$ cat src/rtl/floating_division.sv
// Sequential IEEE-754 single-precision divider (result = A / B).
// Restoring mantissa division, one quotient bit per clock, start/busy/done
// handshake. Numeric conventions match the combinational FP multiplier:
// hidden-1 mantissas, truncation (no rounding), denormals flushed to zero.
// Only WIDTH = 32 is supported; bit positions below assume single precision.
module floating_division #(
    parameter int WIDTH = 32
) (
    input  logic             clk,
    input  logic             rst_n,
    input  logic             start,
    input  logic [WIDTH-1:0] A,
    input  logic [WIDTH-1:0] B,
    output logic             busy,
    output logic             done,
    output logic [WIDTH-1:0] result,
    output logic             div_by_zero
);

    typedef enum logic [1:0] {
        IDLE   = 2'd0,
        DIVIDE = 2'd1,
        NORM   = 2'd2
    } state_t;

    localparam logic [31:0] QNAN = 32'h7FC0_0000;

    state_t state;
    state_t nextState;

    // Operation context captured at accept time.
    logic               signReg;
    logic signed [9:0]  expTmp;
    logic [24:0]        rem;       // partial remainder; always < 2 * divisor
    logic [23:0]        divisor;   // {1, B fraction}
    logic [24:0]        quot;      // quot[24] is the integer bit of the ratio
    logic [4:0]         cnt;

    // Operand decode, valid while the FSM is idle.
    logic [7:0]         expA;
    logic [7:0]         expB;
    logic               opSign;
    logic               isNan;
    logic               isDivZero;
    logic               isZeroA;
    logic               isSpecial;
    logic signed [9:0]  expCalc;

    // One restoring-division step.
    logic [24:0]        remSub;
    logic               remGe;
    logic [24:0]        remNext;

    // Normalisation of the finished quotient.
    logic [22:0]        normMan;
    logic signed [9:0]  normExp;
    logic [31:0]        normResult;

    assign expA      = A[30:23];
    assign expB      = B[30:23];
    assign opSign    = A[31] ^ B[31];
    assign isNan     = (expA == 8'hFF) || (expB == 8'hFF);
    assign isDivZero = (expB == 8'h00);
    assign isZeroA   = (expA == 8'h00);
    assign isSpecial = isNan || isDivZero || isZeroA;
    assign expCalc   = $signed({2'b00, expA}) - $signed({2'b00, expB}) + 10'sd127;

    assign remSub  = rem - {1'b0, divisor};
    assign remGe   = (rem >= {1'b0, divisor});
    assign remNext = remGe ? {remSub[23:0], 1'b0} : {rem[23:0], 1'b0};

    // Select mantissa/exponent from the quotient and clamp the exponent range.
    always_comb begin
        // NOTE: every output of a combinational block gets a default first so no latch is inferred.
        normMan    = quot[22:0];
        normExp    = expTmp - 10'sd1;
        normResult = 32'h0;
        if (quot[24]) begin
            normMan = quot[23:1];
            normExp = expTmp;
        end
        if (normExp >= 10'sd255) begin
            normResult = {signReg, 8'hFF, 23'h0};
        end else if (normExp <= 10'sd0) begin
            normResult = {signReg, 8'h00, 23'h0};
        end else begin
            normResult = {signReg, normExp[7:0], normMan};
        end
    end

    // FSM state register.
    always_ff @(posedge clk or negedge rst_n) begin
        if (!rst_n) begin
            state <= IDLE;
        end else begin
            // NOTE: sequential state uses non-blocking assignments so every register samples pre-edge values.
            state <= nextState;
        end
    end

    // FSM next-state logic; special cases finish from IDLE without dividing.
    always_comb begin
        nextState = state;
        unique case (state)
            IDLE:    if (start && !isSpecial) nextState = DIVIDE;
            DIVIDE:  if (cnt == 5'd24) nextState = NORM;
            NORM:    nextState = IDLE;
            default: nextState = IDLE;
        endcase
    end

    // Datapath and handshake outputs.
    always_ff @(posedge clk or negedge rst_n) begin
        if (!rst_n) begin
            signReg     <= 1'b0;
            expTmp      <= '0;
            rem         <= '0;
            divisor     <= '0;
            quot        <= '0;
            cnt         <= '0;
            busy        <= 1'b0;
            done        <= 1'b0;
            result      <= '0;
            div_by_zero <= 1'b0;
        end else begin
            done <= 1'b0;
            unique case (state)
                IDLE: begin
                    if (start) begin
                        if (isNan) begin
                            result      <= QNAN;
                            div_by_zero <= 1'b0;
                            done        <= 1'b1;
                        end else if (isDivZero) begin
                            result      <= {opSign, 8'hFF, 23'h0};
                            div_by_zero <= 1'b1;
                            done        <= 1'b1;
                        end else if (isZeroA) begin
                            result      <= {opSign, 8'h00, 23'h0};
                            div_by_zero <= 1'b0;
                            done        <= 1'b1;
                        end else begin
                            signReg <= opSign;
                            expTmp  <= expCalc;
                            rem     <= {1'b0, 1'b1, A[22:0]};
                            divisor <= {1'b1, B[22:0]};
                            quot    <= '0;
                            cnt     <= '0;
                            busy    <= 1'b1;
                        end
                    end
                end
                DIVIDE: begin
                    quot <= {quot[23:0], remGe};
                    rem  <= remNext;
                    cnt  <= cnt + 5'd1;
                end
                NORM: begin
                    result      <= normResult;
                    div_by_zero <= 1'b0;
                    done        <= 1'b1;
                    busy        <= 1'b0;
                end
                default: ;
            endcase
        end
    end

endmodule
$ cat config.mk
export PLATFORM = sky130hd
export DESIGN_NAME = floating_division
export DESIGN_NICKNAME = d
export VERILOG_FILES = /design/src/rtl/floating_division.sv
export SDC_FILE = /design/constraint.sdc
export NUM_CORES = 1
export LEC_CHECK = 0
export BUFFER_PORTS_ARGS = -buffer_cell sky130_fd_sc_hd__buf_2
export CAP_MARGIN = 20
export CORE_MARGIN = 5
export CORE_UTILIZATION = 53
export DETAILED_ROUTE_END_ITERATION = 16
export PLACE_DENSITY = 0.77
export RECOVER_POWER = 50
export SLEW_MARGIN = 20
export SYNTH_ARGS = -nofsm -noshare
export SYNTH_HDL_FRONTEND = slang
export SYNTH_SLANG_ARGS = --single-unit
$ cat constraint.sdc
create_clock -name clk -period 2.45 [get_ports clk]
set_input_delay 0.1225 -clock clk [delete_from_list [all_inputs] [get_ports clk]]
set_output_delay 0.1225 -clock clk [all_outputs]
set_load 0.01 [all_outputs]
==> results of run 1 <==
==> how the worst max path moves through the flow <==
stage,depth (start not counted),endpoint,from,slack (ps)
global route,12,rem[17],rem[8],-420
CTS,12,rem[2],rem[8],-220
finish,10,rem[19],rem[17],-310
floorplan,10,rem[12],rem[19],-120
global placement,9,rem[1],rem[17],-170
detailed placement,9,rem[1],rem[17],-240
==> metal layers <==
metal / vias up / track usage, % / wire [µm]
met3: 58 / 4.92 / 1070
met1: 3423 / 31.8 / 9060
met2: 231 / 40.7 / 10600
li1: 3445 / - / -
met4: 0 / 9.26 / 579
met5: - / 0 / 0
==> registers in the layout (all words and copies together), names as in the netlist <==
signal	flops
quot	25
expTmp	10
cnt	5
state	2
divisor	24
rem	25
signReg	1
result	32
div_by_zero	1
busy	1
done	1
==> cells by family after synthesis <==
family / count (synthesis) / synth area share [%]
AOI/OAI and AO/OA: 217 / 17.4
xor gates and xnor gates: 38 / 4.33
adders and majority gates: 38 / 6.39
buffers and inverters: 91 / 4.94
DFF: 127 / 41.4
muxes: 65 / 8.81
and+or+nand+nor: 282 / 16.8
==> final cells by class <==
| type | instances | area (µm²) | area share (%) |
|---|---|---|---|
| repair buffers | 242 | 1720 | 16.1 |
| clock buffers | 21 | 460 | 4.32 |
| inverters | 50 | 190 | 1.78 |
| flip-flops and latches | 127 | 3180 | 29.8 |
| well taps | 184 | 230 | 2.16 |
| multi-input cells | 640 | 4720 | 44.3 |
| clock inverters | 11 | 163 | 1.52 |
==> through the flow <==
stage	cell area, µm²	setup slack, ps	hold slack [ps]	power, mW	setup TNS, ps
floorplan	7940	-122	-173	9.83	-2030
CTS	10400	-221	2.20	15.9	-4030
detailed placement	9200	-236	198	12.5	-4180
finish	10700	-314	20.2	17.0	-8350
global route	10700	-424	21.6	18.2	-13530
global placement	9200	-168	190	12.2	-2220
==> cells in the final DEF, fill, tap and decap left out, types with 25 or more instances in the layout <==
master,netlist,layout
sky130_fd_sc_hd__nor2_1,34,30
sky130_fd_sc_hd__clkbuf_1,34,39
sky130_fd_sc_hd__o21ai_0,96,71
sky130_fd_sc_hd__mux2i_1,44,37
sky130_fd_sc_hd__buf_2,2,65
sky130_fd_sc_hd__inv_1,50,45
sky130_fd_sc_hd__nand2_1,162,157
sky130_fd_sc_hd__buf_4,2,99
sky130_fd_sc_hd__dlygate4sd3_1,0,25
sky130_fd_sc_hd__dfrtp_1,127,127
==> repair_timing <==
item,4_1_cts,5_1_grt
gates resized for setup,32,80
endpoints found under the setup margin,46,56
hold buffers,25,0
endpoints found under the hold margin,68,0
pin swaps,19,43
setup buffers,13,10
gates cloned,2,2
==> worst max-delay path, stage by stage (launching register included) <==
cell                       delay [ps]
sky130_fd_sc_hd__dfrtp_1          410
sky130_fd_sc_hd__ha_4             300
sky130_fd_sc_hd__nand2_2           90
sky130_fd_sc_hd__or3_4            410
sky130_fd_sc_hd__or3_1            330
sky130_fd_sc_hd__o31a_1           350
sky130_fd_sc_hd__o221ai_4          90
sky130_fd_sc_hd__buf_6            170
sky130_fd_sc_hd__buf_8            160
sky130_fd_sc_hd__mux2i_2          240
sky130_fd_sc_hd__o21ai_2           80
==> power by group through the flow <==
stage	clock, mW	sequential (mW)	combinational, mW
after global placement	0	3.71	8.51
after detailed placement	0	3.76	8.75
after CTS	2.68	3.76	9.49
after global routing	2.79	3.93	11.4
final	2.67	3.81	10.6
after floorplan	0	3.79	6.04
==> impl_metrics.ini, run 1 <==
[worst_setup_path]
worstReg2RegStart = rem[17]
timing.reg2reg.worst_path_depth = 10
criticalPathCategory = register to register
timing.critical_path.from_type = register
worstReg2RegEnd = rem[19]
crit_required_ps = 2730
end_kind = register
arrival_ps = 3040
critPathMaxFanout = 8
timing.reg2reg.setup_slack_ps = -310

[cells_and_area]
utilization_pct = 74.2
num-nets-final = 1183
drive_above_1_share_pct = 31.4
layout-area-overhead-vs-synth_pct = 38.9
num-fill-cells = 937
non_filler_instances = 1275
antenna_cells_inserted = 0

[power]
p_seq_share_pct = 22.4
ir_worst_vdd_mv = 0.995
pwr-share-comb_pct = 62.0
cellPowerDensity_nw_per_um2 = 1600
power.switching_fraction_pct = 41.2
power.share.clock_pct = 15.7
static-leakage-power_nw = 4.79
power.switching_mw = 7.01
intPower_mw = 10.0

[logic_synthesis]
synthArstFlopShare_pct = 100
synth_top_flop_cell = sky130_fd_sc_hd__dfrtp_1
biggest_area_contributors_in_the_synthesized_netlist = sky130_fd_sc_hd__dfrtp_1 41%, sky130_fd_sc_hd__nand2_1 7.9%, sky130_fd_sc_hd__o21ai_0 6.3%
synth_seq_cells = 127
synth.cell_area_um2 = 7680
synth.most_common_cell = sky130_fd_sc_hd__nand2_1
yosysWarningCount = 0
synth_enable_flop_cells = 0
post-synth-top-area-fraction_pct = 41.4
synth.avg_cell_area_um2 = 8.95
syn_nets = 963
synth.lib_cells_used.distinct = 72
netlist.top_cell.by_area = sky130_fd_sc_hd__dfrtp_1
postSynthCellCount = 858
fraction_of_the_yosys_area_taken_by_sequential_cells_pct = 41.4
post_synth_most_frequent_cells = 162 x sky130_fd_sc_hd__nand2_1, 127 x sky130_fd_sc_hd__dfrtp_1, 96 x sky130_fd_sc_hd__o21ai_0, 50 x sky130_fd_sc_hd__inv_1, 44 x sky130_fd_sc_hd__mux2i_1

[outcome]
violations = negative setup slack
status = finished with violations

[routing]
wl_um = 21300
via_count_of_the_routed_design = 7157
drt_pre_antenna_iters = 6
postRouteAntennaNets = 0
routed_via_density = 5.61
detail_route.wl_per_cell_um = 16.7
detail_route.iter0.violations = 621
route.detailed.drc = 0

[floorplan]
vertical_die_dimension_um = 130
initial_cell_density_of_the_core_pct = 53.5
dieArea_um2 = 17000
design.portCount = 102
design.core.area_um2 = 14400
placement_rows = 44
die_width_um = 130

[timing]
finalCritPeriodShare_pct = 113
grt_setup_unrepaired = true
slew_viol_final = 0
worst_clock_skew_ps = 13.6
final.min_clock_period_ps = 2760
timing.final.ws_setup_ps = -314
timing.fmax_mhz = 362
count_of_final_hold_check_violations = 0
max-slew-margin-rel_pct = 16.4
worstMarginPinSlew_ps = 1250
setup_viol_count_final = 50

[run]
timing.max_cap.violations = 0

[grt]
number_of_antenna_violations_at_the_first_check_in_global_routing = 0
grt_pass1_wl_um = 33200
grt_start_max_net_pins = 55
groute.usage.overall_pct = 24.5
global_route.overflow_total = 0
via_count_of_the_first_global_routing_pass = 6909

[placement]
numPlacedInstances = 1193
port_buffers = 101
place.detailed.hpwl_um = 13300
gp_congestion = 0.901

[clock_tree]
tritoncts = built
cts.clk_slew.worst_paths_ps = 60
clockBufferDepth = 2
clock_sink_count = 127
clk-insertion-delay-late_ps = 430
cts_htree_levels = 4
cts_made_buffers = 17
cts-root-buf = sky130_fd_sc_hd__clkbuf_16

[min_path]
min_delay_path_depth = 3
hp-start = A[2]
hold_path_end = rem[2]
holdCritPathClass = input port to register
Power figures use the tool's default switching activity.
==> inputs of run 2 (changes only) <==
CORE_UTILIZATION = 59   (was 53)
PLACE_DENSITY = 0.81   (was 0.77)
clock period = 2.8 ns   (was 2.45 ns; I/O delays follow)
==> impl_metrics.ini, run 2 (same netlist as run 1, synthesis figures left out) <==
[timing]
slew_viol_final = 0
timing.fmax_mhz = 346
final.min_clock_period_ps = 2890
max-slew-margin-rel_pct = 10.9
worstMarginPinSlew_ps = 1340
worst_hold_margin_ps = 51.0
worst_clock_skew_ps = 4.99
timing.final.ws_setup_ps = -94.2
setup_tns_ps = -822
setup_viol_count_final = 22
finalCritPeriodShare_pct = 103
count_of_final_hold_check_violations = 0

[floorplan]
design.portCount = 102
vertical_die_dimension_um = 124
design.core.area_um2 = 12700
dieArea_um2 = 15400
initial_cell_density_of_the_core_pct = 60.6
die_width_um = 124
placement_rows = 41

[routing]
wl_um = 19700
postRouteAntennaNets = 0
routed_via_density = 5.75
detail_route.iter0.violations = 482
drt_pre_antenna_iters = 5
route.detailed.drc = 0
via_count_of_the_routed_design = 6857
detail_route.wl_per_cell_um = 16.5

[cells_and_area]
layout-area-overhead-vs-synth_pct = 26.5
non_filler_instances = 1192
largest_reg_flops = 32
regArea_um2 = 3180
layout_common_cells = 160 x sky130_fd_sc_hd__nand2_1, 126 x sky130_fd_sc_hd__dfrtp_1, 96 x sky130_fd_sc_hd__o21ai_0
num-nets-final = 1113
utilization_pct = 76.7
register_with_the_most_flip_flops = result
drive_above_1_share_pct = 21.2
layout_commonest_cell = sky130_fd_sc_hd__nand2_1
num-fill-cells = 852
biggestRegsByFlops = result (32), quot (25), rem (25)
antenna_cells_inserted = 0
final_design_area_no_fill_um2 = 9720
multiInputGateArea_um2 = 4410

[min_path]
holdCritPathClass = input port to register
hp-start = A[21]

[worst_setup_path]
timing.reg2reg.setup_slack_ps = -90
cp_cell_sequence = ha_4 -> nand4b_4 -> or3_4 -> or3_1 -> o31a_1 -> o221ai_4 -> buf_12 -> buf_12 -> mux2i_2 -> o21ai_1
worst_setup_path_startpoint = rem[23]
crit_slowest_cell = sky130_fd_sc_hd__dfrtp_1
logic_depth_of_the_worst_path_buffers_included = 10
crit_end = rem[18]
path_delay_family = simple AND/OR/NAND/NOR gates
timing.critical_path.from_type = register
worstReg2RegEnd = rem[18]
critPathMaxFanout = 8
criticalPathCategory = register to register
worstReg2RegStart = rem[23]
timing.critical_path.buf_inv = 2
crit_required_ps = 3070
critPathMaxStageDelay_ps = 420
cpMostUsedCell = sky130_fd_sc_hd__buf_12
timing.reg2reg.worst_path_depth = 10
arrival_ps = 3160
end_kind = register

[clock_tree]
clk-insertion-delay-late_ps = 410
cts-root-buf = sky130_fd_sc_hd__clkbuf_16
cts_htree_levels = 4
tritoncts = built
cts.clk_slew.worst_paths_ps = 50
cts_made_buffers = 17
clockBufferDepth = 2
clock_sink_count = 127

[power]
intPower_mw = 7.75
cellPowerDensity_nw_per_um2 = 1360
static-leakage-power_nw = 4.37
ir_worst_vdd_mv = 0.875
pwr-share-comb_pct = 58.1
p_total_mw = 13.2
power.switching_fraction_pct = 41.4
power.share.clock_pct = 16.7
p_seq_share_pct = 25.3
power.switching_mw = 5.47

[grt]
global_route.overflow_total = 0
number_of_antenna_violations_at_the_first_check_in_global_routing = 0
via_count_of_the_first_global_routing_pass = 6445
groute.usage.overall_pct = 24.8
grt_pass1_wl_um = 30200
grt_start_max_net_pins = 53

[placement]
placement.cell_area_um2 = 8570
post-place-ws_ps = 4.14
gp_congestion = 0.917
port_buffers = 101
numPlacedInstances = 1127
place.detailed.hpwl_um = 12600

[outcome]
violations = negative setup slack
status = finished with violations

[run]
timing.max_cap.violations = 0
## run 2: how the worst min path moves through the flow
stage	end	slack (ps)	cells after the start
global placement	divisor[5]	210	1
floorplan	busy	-160	0
CTS	rem[21]	40	3
global route	rem[21]	50	3
finish	rem[21]	50	3
detailed placement	divisor[5]	210	1
## run 2: power groups by stage
| stage | clock network, mW | logic (mW) | registers (mW) |
|---|---|---|---|
| after floorplan | 0 | 4.83 | 3.27 |
| after global placement | 0 | 6.43 | 3.25 |
| after detailed placement | 0 | 6.62 | 3.29 |
| after CTS | 2.22 | 6.88 | 3.27 |
| after global routing | 2.31 | 8.41 | 3.44 |
| final | 2.20 | 7.67 | 3.34 |
## run 2: area by class of cell
class | instances | area share [%]
well taps | 172 | 2.21
inverters | 50 | 1.93
repair buffers | 172 | 11.8
multi-input cells | 640 | 45.4
clock inverters | 7 | 1.13
flip-flops and latches | 127 | 32.7
clock buffers | 24 | 4.85
## run 2: tightest hold or removal path, delay by kind of cell
kind / cells / cell delay [ps]
compound gates: 2 / 180
buf+inv: 1 / 100
## run 2: what timing repair did
item                                   in CTS  in global routing
gates cloned                                0                  2
hold buffers                               24                  0
resized for setup                           3                 35
setup endpoints to repair                  20                 50
endpoints found under the hold margin      72                  0
pin swaps                                   2                 14
buffers inserted                            2                  6
## run 2: routing by layer
layer	vias up	GRT usage, %	wire, µm
met2	199	41.9	9780
met4	0	8.90	562
li1	3292	-	-
met1	3321	31.8	8540
met3	45	4.90	807
met5	-	0	0
